File: src/rtl/fetch_pkg.sv
// Shared types and constants for the instruction fetch front end.
package fetch_pkg;
  localparam int INSTR_W = 32;
  localparam int ADDR_W  = 32;
  localparam logic [INSTR_W-1:0] NOP_INSTR = 32'h0000_0013;

  typedef struct packed {
    logic [ADDR_W-1:0]  pc;
    logic [INSTR_W-1:0] instr;
  } fetch_entry_t;
endpackage

File: src/rtl/fetch_fifo.sv
// Prefetch FIFO of {pc, instr} entries; flush wins over push/pop in the same cycle.
module fetch_fifo import fetch_pkg::*; #(
  parameter int DEPTH = 2,
  localparam int CW = $clog2(DEPTH + 1)
) (
  input  logic          clk,
  input  logic          rst_n,
  input  logic          push,
  input  fetch_entry_t  push_data,
  input  logic          pop,
  input  logic          flush,
  output fetch_entry_t  head,
  output logic [CW-1:0] count,
  output logic          full,
  output logic          empty
);
  localparam int PW = (DEPTH > 1) ? $clog2(DEPTH) : 1;
  localparam logic [PW-1:0] LAST = PW'(DEPTH - 1);

  fetch_entry_t  mem_q [DEPTH];
  logic [PW-1:0] rd_ptr_q, rd_ptr_d, wr_ptr_q, wr_ptr_d;
  logic [CW-1:0] count_q, count_d;
  logic          do_push, do_pop;

  function automatic logic [PW-1:0] nxt(input logic [PW-1:0] p);
    return (p == LAST) ? '0 : p + PW'(1);
  endfunction

  assign full  = (count_q == CW'(DEPTH));
  assign empty = (count_q == '0);
  assign count = count_q;
  assign head  = mem_q[rd_ptr_q];

  always_comb begin
    do_pop   = pop & ~empty;
    // A full FIFO still takes a push when the head leaves in the same cycle.
    do_push  = push & (~full | do_pop);
    rd_ptr_d = rd_ptr_q;
    wr_ptr_d = wr_ptr_q;
    count_d  = count_q;
    if (flush) begin
      rd_ptr_d = '0;
      wr_ptr_d = '0;
      count_d  = '0;
    end else begin
      if (do_push) wr_ptr_d = nxt(wr_ptr_q);
      if (do_pop)  rd_ptr_d = nxt(rd_ptr_q);
      count_d = count_q + CW'(do_push) - CW'(do_pop);
    end
  end

  always_ff @(posedge clk or negedge rst_n) begin
    if (!rst_n) begin
      rd_ptr_q <= '0;
      wr_ptr_q <= '0;
      count_q  <= '0;
    end else begin
      rd_ptr_q <= rd_ptr_d;
      wr_ptr_q <= wr_ptr_d;
      count_q  <= count_d;
    end
  end

  always_ff @(posedge clk) begin
    if (do_push && !flush) mem_q[wr_ptr_q] <= push_data;
  end
endmodule

File: src/rtl/instr_fetch_unit.sv
// Fetch front end: PC, credit-limited imem requests, stale-response dropping on
// redirect, and the decode-facing prefetch FIFO.
module instr_fetch_unit import fetch_pkg::*; #(
  parameter logic [31:0] RESET_PC = 32'h0000_0000,
  parameter int          DEPTH    = 2
) (
  input  logic        clk,
  input  logic        rst_n,
  output logic        imem_req_valid,
  input  logic        imem_req_ready,
  output logic [31:0] imem_req_addr,
  input  logic        imem_rsp_valid,
  input  logic [31:0] imem_rsp_data,
  output logic        instr_valid,
  input  logic        instr_ready,
  output logic [31:0] instr,
  output logic [31:0] instr_pc,
  output logic [31:0] instr_pc_plus4,
  input  logic        redirect,
  input  logic [31:0] redirect_target
);
  localparam int CW = $clog2(DEPTH + 1);
  localparam logic [CW:0]   LIMIT   = (CW + 1)'(DEPTH);
  localparam logic [CW-1:0] DEPTH_C = CW'(DEPTH);

  logic [31:0]   fetch_pc_q, fetch_pc_d, ret_pc_q, ret_pc_d, tgt;
  logic [CW-1:0] outst_q, outst_d, drop_q, drop_d, fifo_count;
  logic          req_acc, rsp_take, keep, pop, fifo_full, fifo_empty, tgt_unused;
  fetch_entry_t  head, push_entry;

  assign tgt        = {redirect_target[31:2], 2'b00};
  assign tgt_unused = ^redirect_target[1:0];
  assign push_entry = '{pc: ret_pc_q, instr: imem_rsp_data};

  // Gated by rst_n so the request line is low while reset is held and rises
  // in the very first cycle after release.
  assign imem_req_valid = rst_n & (({1'b0, fifo_count} + {1'b0, outst_q}) < LIMIT);
  assign imem_req_addr  = fetch_pc_q;

  assign instr_valid    = ~fifo_empty;
  assign instr          = instr_valid ? head.instr : '0;
  assign instr_pc       = instr_valid ? head.pc : '0;
  assign instr_pc_plus4 = instr_pc + 32'd4;

  always_comb begin
    req_acc    = imem_req_valid & imem_req_ready;
    rsp_take   = imem_rsp_valid & (outst_q != '0);
    pop        = instr_valid & instr_ready;
    keep       = rsp_take & (drop_q == '0) & ~redirect;
    outst_d    = outst_q + CW'(req_acc) - CW'(rsp_take);
    drop_d     = (rsp_take && drop_q != '0) ? drop_q - CW'(1) : drop_q;
    fetch_pc_d = req_acc ? fetch_pc_q + 32'd4 : fetch_pc_q;
    ret_pc_d   = keep ? ret_pc_q + 32'd4 : ret_pc_q;
    // Everything still in flight after this edge, including this cycle's accept, is stale.
    if (redirect) begin
      drop_d     = outst_d;
      fetch_pc_d = tgt;
      ret_pc_d   = tgt;
    end
  end

  always_ff @(posedge clk or negedge rst_n) begin
    if (!rst_n) begin
      fetch_pc_q <= RESET_PC;
      ret_pc_q   <= RESET_PC;
      outst_q    <= '0;
      drop_q     <= '0;
    end else begin
      fetch_pc_q <= fetch_pc_d;
      ret_pc_q   <= ret_pc_d;
      outst_q    <= outst_d;
      drop_q     <= drop_d;
    end
  end

  fetch_fifo #(.DEPTH(DEPTH)) u_fifo (
    .clk       (clk),
    .rst_n     (rst_n),
    .push      (keep),
    .push_data (push_entry),
    .pop       (pop),
    .flush     (redirect),
    .head      (head),
    .count     (fifo_count),
    .full      (fifo_full),
    .empty     (fifo_empty)
  );

  a_outst_bound: assert property (@(posedge clk) disable iff (!rst_n) outst_q <= DEPTH_C);
  a_drop_bound:  assert property (@(posedge clk) disable iff (!rst_n) drop_q <= outst_q);
  a_rsp_orphan:  assert property (@(posedge clk) disable iff (!rst_n) !(imem_rsp_valid && outst_q == '0));
  a_no_overflow: assert property (@(posedge clk) disable iff (!rst_n) !(keep && fifo_full && !pop));
endmodule

File: config.mk
export PLATFORM = sky130hd
export DESIGN_NAME = instr_fetch_unit
export DESIGN_NICKNAME = d
export VERILOG_FILES = /design/src/rtl/fetch_pkg.sv /design/src/rtl/fetch_fifo.sv /design/src/rtl/instr_fetch_unit.sv
export SDC_FILE = /design/constraint.sdc
export NUM_CORES = 1
export LEC_CHECK = 0
export CAP_MARGIN = 10
export CORE_AREA = 10 10 140 168
export CTS_BUF_LIST = sky130_fd_sc_hd__clkbuf_4
export DETAILED_ROUTE_END_ITERATION = 8
export DIE_AREA = 0 0 150 178
export PLACE_DENSITY = 0.78
export SYNTH_ARGS = -nofsm -noshare
export SYNTH_HDL_FRONTEND = slang
export SYNTH_HIERARCHICAL = 1
export SYNTH_SLANG_ARGS = --single-unit
File: constraint.sdc
create_clock -name clk -period 7.3 [get_ports clk]
set_clock_uncertainty 0.15 [all_clocks]
set_input_delay 1.46 -clock clk [delete_from_list [all_inputs] [get_ports clk]]
set_output_delay 1.46 -clock clk [all_outputs]
set_load 0.01 [all_outputs]
==> metrics.txt <==
# TYPE chip_impl_metric gauge
chip_impl_metric{name="design.die.area",unit="um^2"} 26700
chip_impl_metric{name="detailroute.wirelength.met2",unit="um"} 10800
chip_impl_metric{name="effective_utilization_at_floorplan",unit="%"} 47.6
chip_impl_info{name="timing.critical_path.to_type",value="output port"} 1
chip_impl_metric{name="clock_power_share",unit="%"} 25.2
chip_impl_metric{name="final_core_util",unit="%"} 60.0
chip_impl_metric{name="maxCapViolations",unit=""} 0
chip_impl_metric{name="first_global_vias",unit=""} 6383
chip_impl_metric{name="synth.yosys.warnings",unit=""} 6
chip_impl_info{name="holdCritPathClass",value="flop to flop"} 1
chip_impl_metric{name="final_sum_of_negative_setup_slack",unit="ns"} 0
chip_impl_info{name="setup_repair_after_global_routing_missed_its_margin",value="false"} 1
chip_impl_metric{name="max_freq",unit="MHz"} 166
chip_impl_metric{name="worstMarginPinSlew",unit="ns"} 1.13
chip_impl_metric{name="final_layout_size_suffix_gt1_share",unit="%"} 11.7
chip_impl_info{name="cts-root-buf",value="sky130_fd_sc_hd__clkbuf_4"} 1
chip_impl_metric{name="postCtsSetupBuffers",unit=""} 0
chip_impl_metric{name="postSynthAreaPerCell",unit="um^2"} 12.9
chip_impl_metric{name="std_cell_rows",unit=""} 57
chip_impl_metric{name="largest_net_degree_at_the_start_of_global_routing",unit=""} 68
chip_impl_info{name="cts_tree",value="built"} 1
chip_impl_info{name="regToRegEndpoint",value="u_fifo/mem_q[1][59]"} 1
chip_impl_metric{name="cts-htree-levels",unit=""} 4
chip_impl_metric{name="cts_repair_resizes",unit=""} 0
chip_impl_metric{name="drt_drc_violations_left",unit=""} 0
chip_impl_metric{name="seq_power_share",unit="%"} 59.1
chip_impl_metric{name="power_density",unit="nW/um^2"} 188
chip_impl_metric{name="floorplan.die.height",unit="um"} 178
chip_impl_metric{name="netlist_area",unit="um^2"} 9570
chip_impl_metric{name="post_cts_hold_buffer_count",unit=""} 0
chip_impl_metric{name="design_power_total",unit="mW"} 2.27
chip_impl_metric{name="dr_total_vias",unit=""} 6265
chip_impl_metric{name="final.min_clock_period",unit="ns"} 6.02
chip_impl_metric{name="clkLatencyLatePin",unit="ns"} 0.57
chip_impl_metric{name="grt_pass1_wl",unit="um"} 33900
chip_impl_metric{name="layout.nets",unit=""} 1013
chip_impl_info{name="critical_path_start_type",value="flop"} 1
chip_impl_metric{name="data_required_time_at_the_worst_endpoint",unit="ns"} 5.69
chip_impl_metric{name="timing.final.setup_violations",unit=""} 0
chip_impl_metric{name="route.antenna.remaining_nets",unit=""} 0
chip_impl_info{name="min-delay-start",value="ret_pc_q[16]"} 1
chip_impl_metric{name="vdd.ir_drop.worst",unit="uV"} 89.5
chip_impl_metric{name="global_route.usage.total",unit="%"} 16.1
chip_impl_metric{name="routed_via_density",unit=""} 5.16
chip_impl_metric{name="power.internal",unit="mW"} 1.67
chip_impl_metric{name="crit_arrival",unit="ns"} 4.41
chip_impl_metric{name="timing_max_transition_violations_final",unit=""} 0
chip_impl_metric{name="finalWirelength",unit="um"} 21900
chip_impl_metric{name="met3WireLength",unit="um"} 1320
chip_impl_metric{name="netlist_instances",unit=""} 740
chip_impl_metric{name="floorplan.die.width",unit="um"} 150
chip_impl_metric{name="place_congestion",unit=""} 0.818
chip_impl_metric{name="power_switching",unit="mW"} 0.604
chip_impl_metric{name="n_fill_cell",unit=""} 1656
chip_impl_metric{name="ctsLongestPathBuffers",unit=""} 2
chip_impl_info{name="timing.rr.start",value="u_fifo/count[1]"} 1
chip_impl_info{name="highest_routed_layer",value="met4"} 1
chip_impl_metric{name="tritoncts.num_buffers",unit=""} 17
chip_impl_metric{name="boundaryPins",unit=""} 200
chip_impl_metric{name="grt_antenna_before_repair",unit=""} 1
chip_impl_metric{name="io_buffer_count",unit=""} 195
chip_impl_metric{name="reg2regPathDepth",unit=""} 6
chip_impl_metric{name="reg_to_reg_slack_setup",unit="ns"} 3.75
chip_impl_info{name="run_status",value="complete, no violations"} 1
chip_impl_metric{name="wl_met1",unit="um"} 9320
chip_impl_metric{name="clock_sinks",unit=""} 196
chip_impl_metric{name="switching_share",unit="%"} 26.6
chip_impl_metric{name="timing.critical_path.fanout_max",unit=""} 37
chip_impl_metric{name="routedWlPerCell",unit="um"} 18.1
chip_impl_metric{name="power.static_leakage",unit="nW"} 4.28
chip_impl_metric{name="drt_iter0_markers",unit=""} 314
chip_impl_metric{name="detailedRoute.firstPassIterationCount",unit=""} 4
chip_impl_info{name="worstHoldEndpoint",value="u_fifo/mem_q[0][48]"} 1
chip_impl_metric{name="dp_hpwl",unit="um"} 16000
chip_impl_metric{name="power_frac_comb",unit="%"} 15.6
chip_impl_metric{name="placeableCoreArea",unit="um^2"} 20100
chip_impl_metric{name="fin_crit_share",unit="%"} 82.4
chip_impl_metric{name="timing.slew.headroom",unit="%"} 24.7
chip_impl_metric{name="path_clk_slew",unit="ns"} 0.15
chip_impl_info{name="setup.worst_path.class",value="flop to output port"} 1
chip_impl_metric{name="gr-total-overflow",unit=""} 0
chip_impl_metric{name="area_delta_synth_final",unit="%"} 26.0
chip_impl_metric{name="whs_path_depth",unit=""} 0
chip_impl_metric{name="final_hold_viol_count",unit=""} 0
==> worst max-delay path, cell delays in order, from the launching register on <==
cell and delay (ns):
sky130_fd_sc_hd__dfrtp_2 0.85, sky130_fd_sc_hd__buf_4 0.57, sky130_fd_sc_hd__mux2_2 0.24, sky130_fd_sc_hd__nor2b_1 0.26, sky130_fd_sc_hd__nand4_1 0.20, sky130_fd_sc_hd__or4_1 0.70, sky130_fd_sc_hd__nor3_1 0.25, sky130_fd_sc_hd__xor2_1 0.20
sky130_fd_sc_hd__clkdlybuf4s50_1 0.57
==> per-stage QoR <==
step,hold slack (ns),instance area (um^2),worst slack [ns],cells
global placement,0.348,11800,1.88,1181
floorplan,0.313,9590,0.163,745
detailed placement,0.352,11800,1.83,1181
CTS,0.388,12100,1.16,1213
finish,0.384,12100,1.28,1214
global route,0.407,12100,0.974,1214
==> worst max-delay path by stage <==
stage / startpoint / to / slack (ns)
after floorplan: redirect / u_fifo/mem_q[0][0] / 0.16
after global placement: u_fifo/rd_ptr_q / instr_pc_plus4[31] / 1.88
after detailed placement: u_fifo/rd_ptr_q / instr_pc_plus4[29] / 1.83
after CTS: u_fifo/rd_ptr_q / instr_pc_plus4[29] / 1.16
after global routing: u_fifo/rd_ptr_q / instr_pc_plus4[29] / 0.97
final: u_fifo/rd_ptr_q / instr_pc_plus4[29] / 1.28
==> cell usage in the layout (no fill, tap or decap), types with 6 or more instances in the layout <==
cell type                         count
sky130_fd_sc_hd__clkdlybuf4s50_1    194
sky130_fd_sc_hd__edfxtp_1           128
sky130_fd_sc_hd__nor2b_1             67
sky130_fd_sc_hd__dfrtp_1             67
sky130_fd_sc_hd__mux2_2              54
sky130_fd_sc_hd__xnor2_1             52
sky130_fd_sc_hd__mux2_1              51
sky130_fd_sc_hd__nand2_1             37
sky130_fd_sc_hd__nor2_1              35
sky130_fd_sc_hd__xor2_1              33
sky130_fd_sc_hd__nand4_1             26
sky130_fd_sc_hd__nand3_1             24
sky130_fd_sc_hd__clkbuf_4            17
sky130_fd_sc_hd__inv_1               16
sky130_fd_sc_hd__and3_1              16
sky130_fd_sc_hd__nor3_1              13
sky130_fd_sc_hd__a21oi_1              8
sky130_fd_sc_hd__buf_4                8
sky130_fd_sc_hd__ha_1                 7
sky130_fd_sc_hd__and2_1               6
sky130_fd_sc_hd__nand2b_1             6
sky130_fd_sc_hd__conb_1               6
==> power groups by stage <==
stage / clock network [mW] / logic [mW] / registers, mW
after global routing: 0.638 / 0.394 / 1.35
after floorplan: 0 / 0.202 / 1.36
after global placement: 0 / 0.350 / 1.36
final: 0.573 / 0.355 / 1.34
after CTS: 0.595 / 0.362 / 1.34
after detailed placement: 0 / 0.358 / 1.37
==> sequential cells by signal (all words and copies together), names as in the netlist <==
signal / count
u_fifo/count: 2
drop_q: 2
u_fifo/wr_ptr_q: 1
u_fifo/mem_q: 128
outst_q: 2
ret_pc_q: 30
imem_req_addr: 30
u_fifo/rd_ptr_q: 1
==> metal layers <==
| layer | global-route usage, % | vias up |
|---|---|---|
| li1 | - | 3034 |
| met1 | 19.5 | 3038 |
| met2 | 27.1 | 166 |
| met3 | 3.95 | 27 |
| met4 | 6.04 | 0 |
| met5 | 0 | - |
==> cell type report <==
cell class	instances	area, um^2	share of cell area [%]
Antenna cell	1	2.50	0.0208
Tap cell	265	332	2.75
Clock inverter	15	159	1.32
Sequential cell	196	5550	46.0
Inverter	16	60.1	0.498
Clock buffer	17	128	1.06
Multi-Input combinational cell	501	3820	31.7
Timing Repair Buffer	203	2010	16.6
Note: power is estimated with default switching activity, not from simulation.
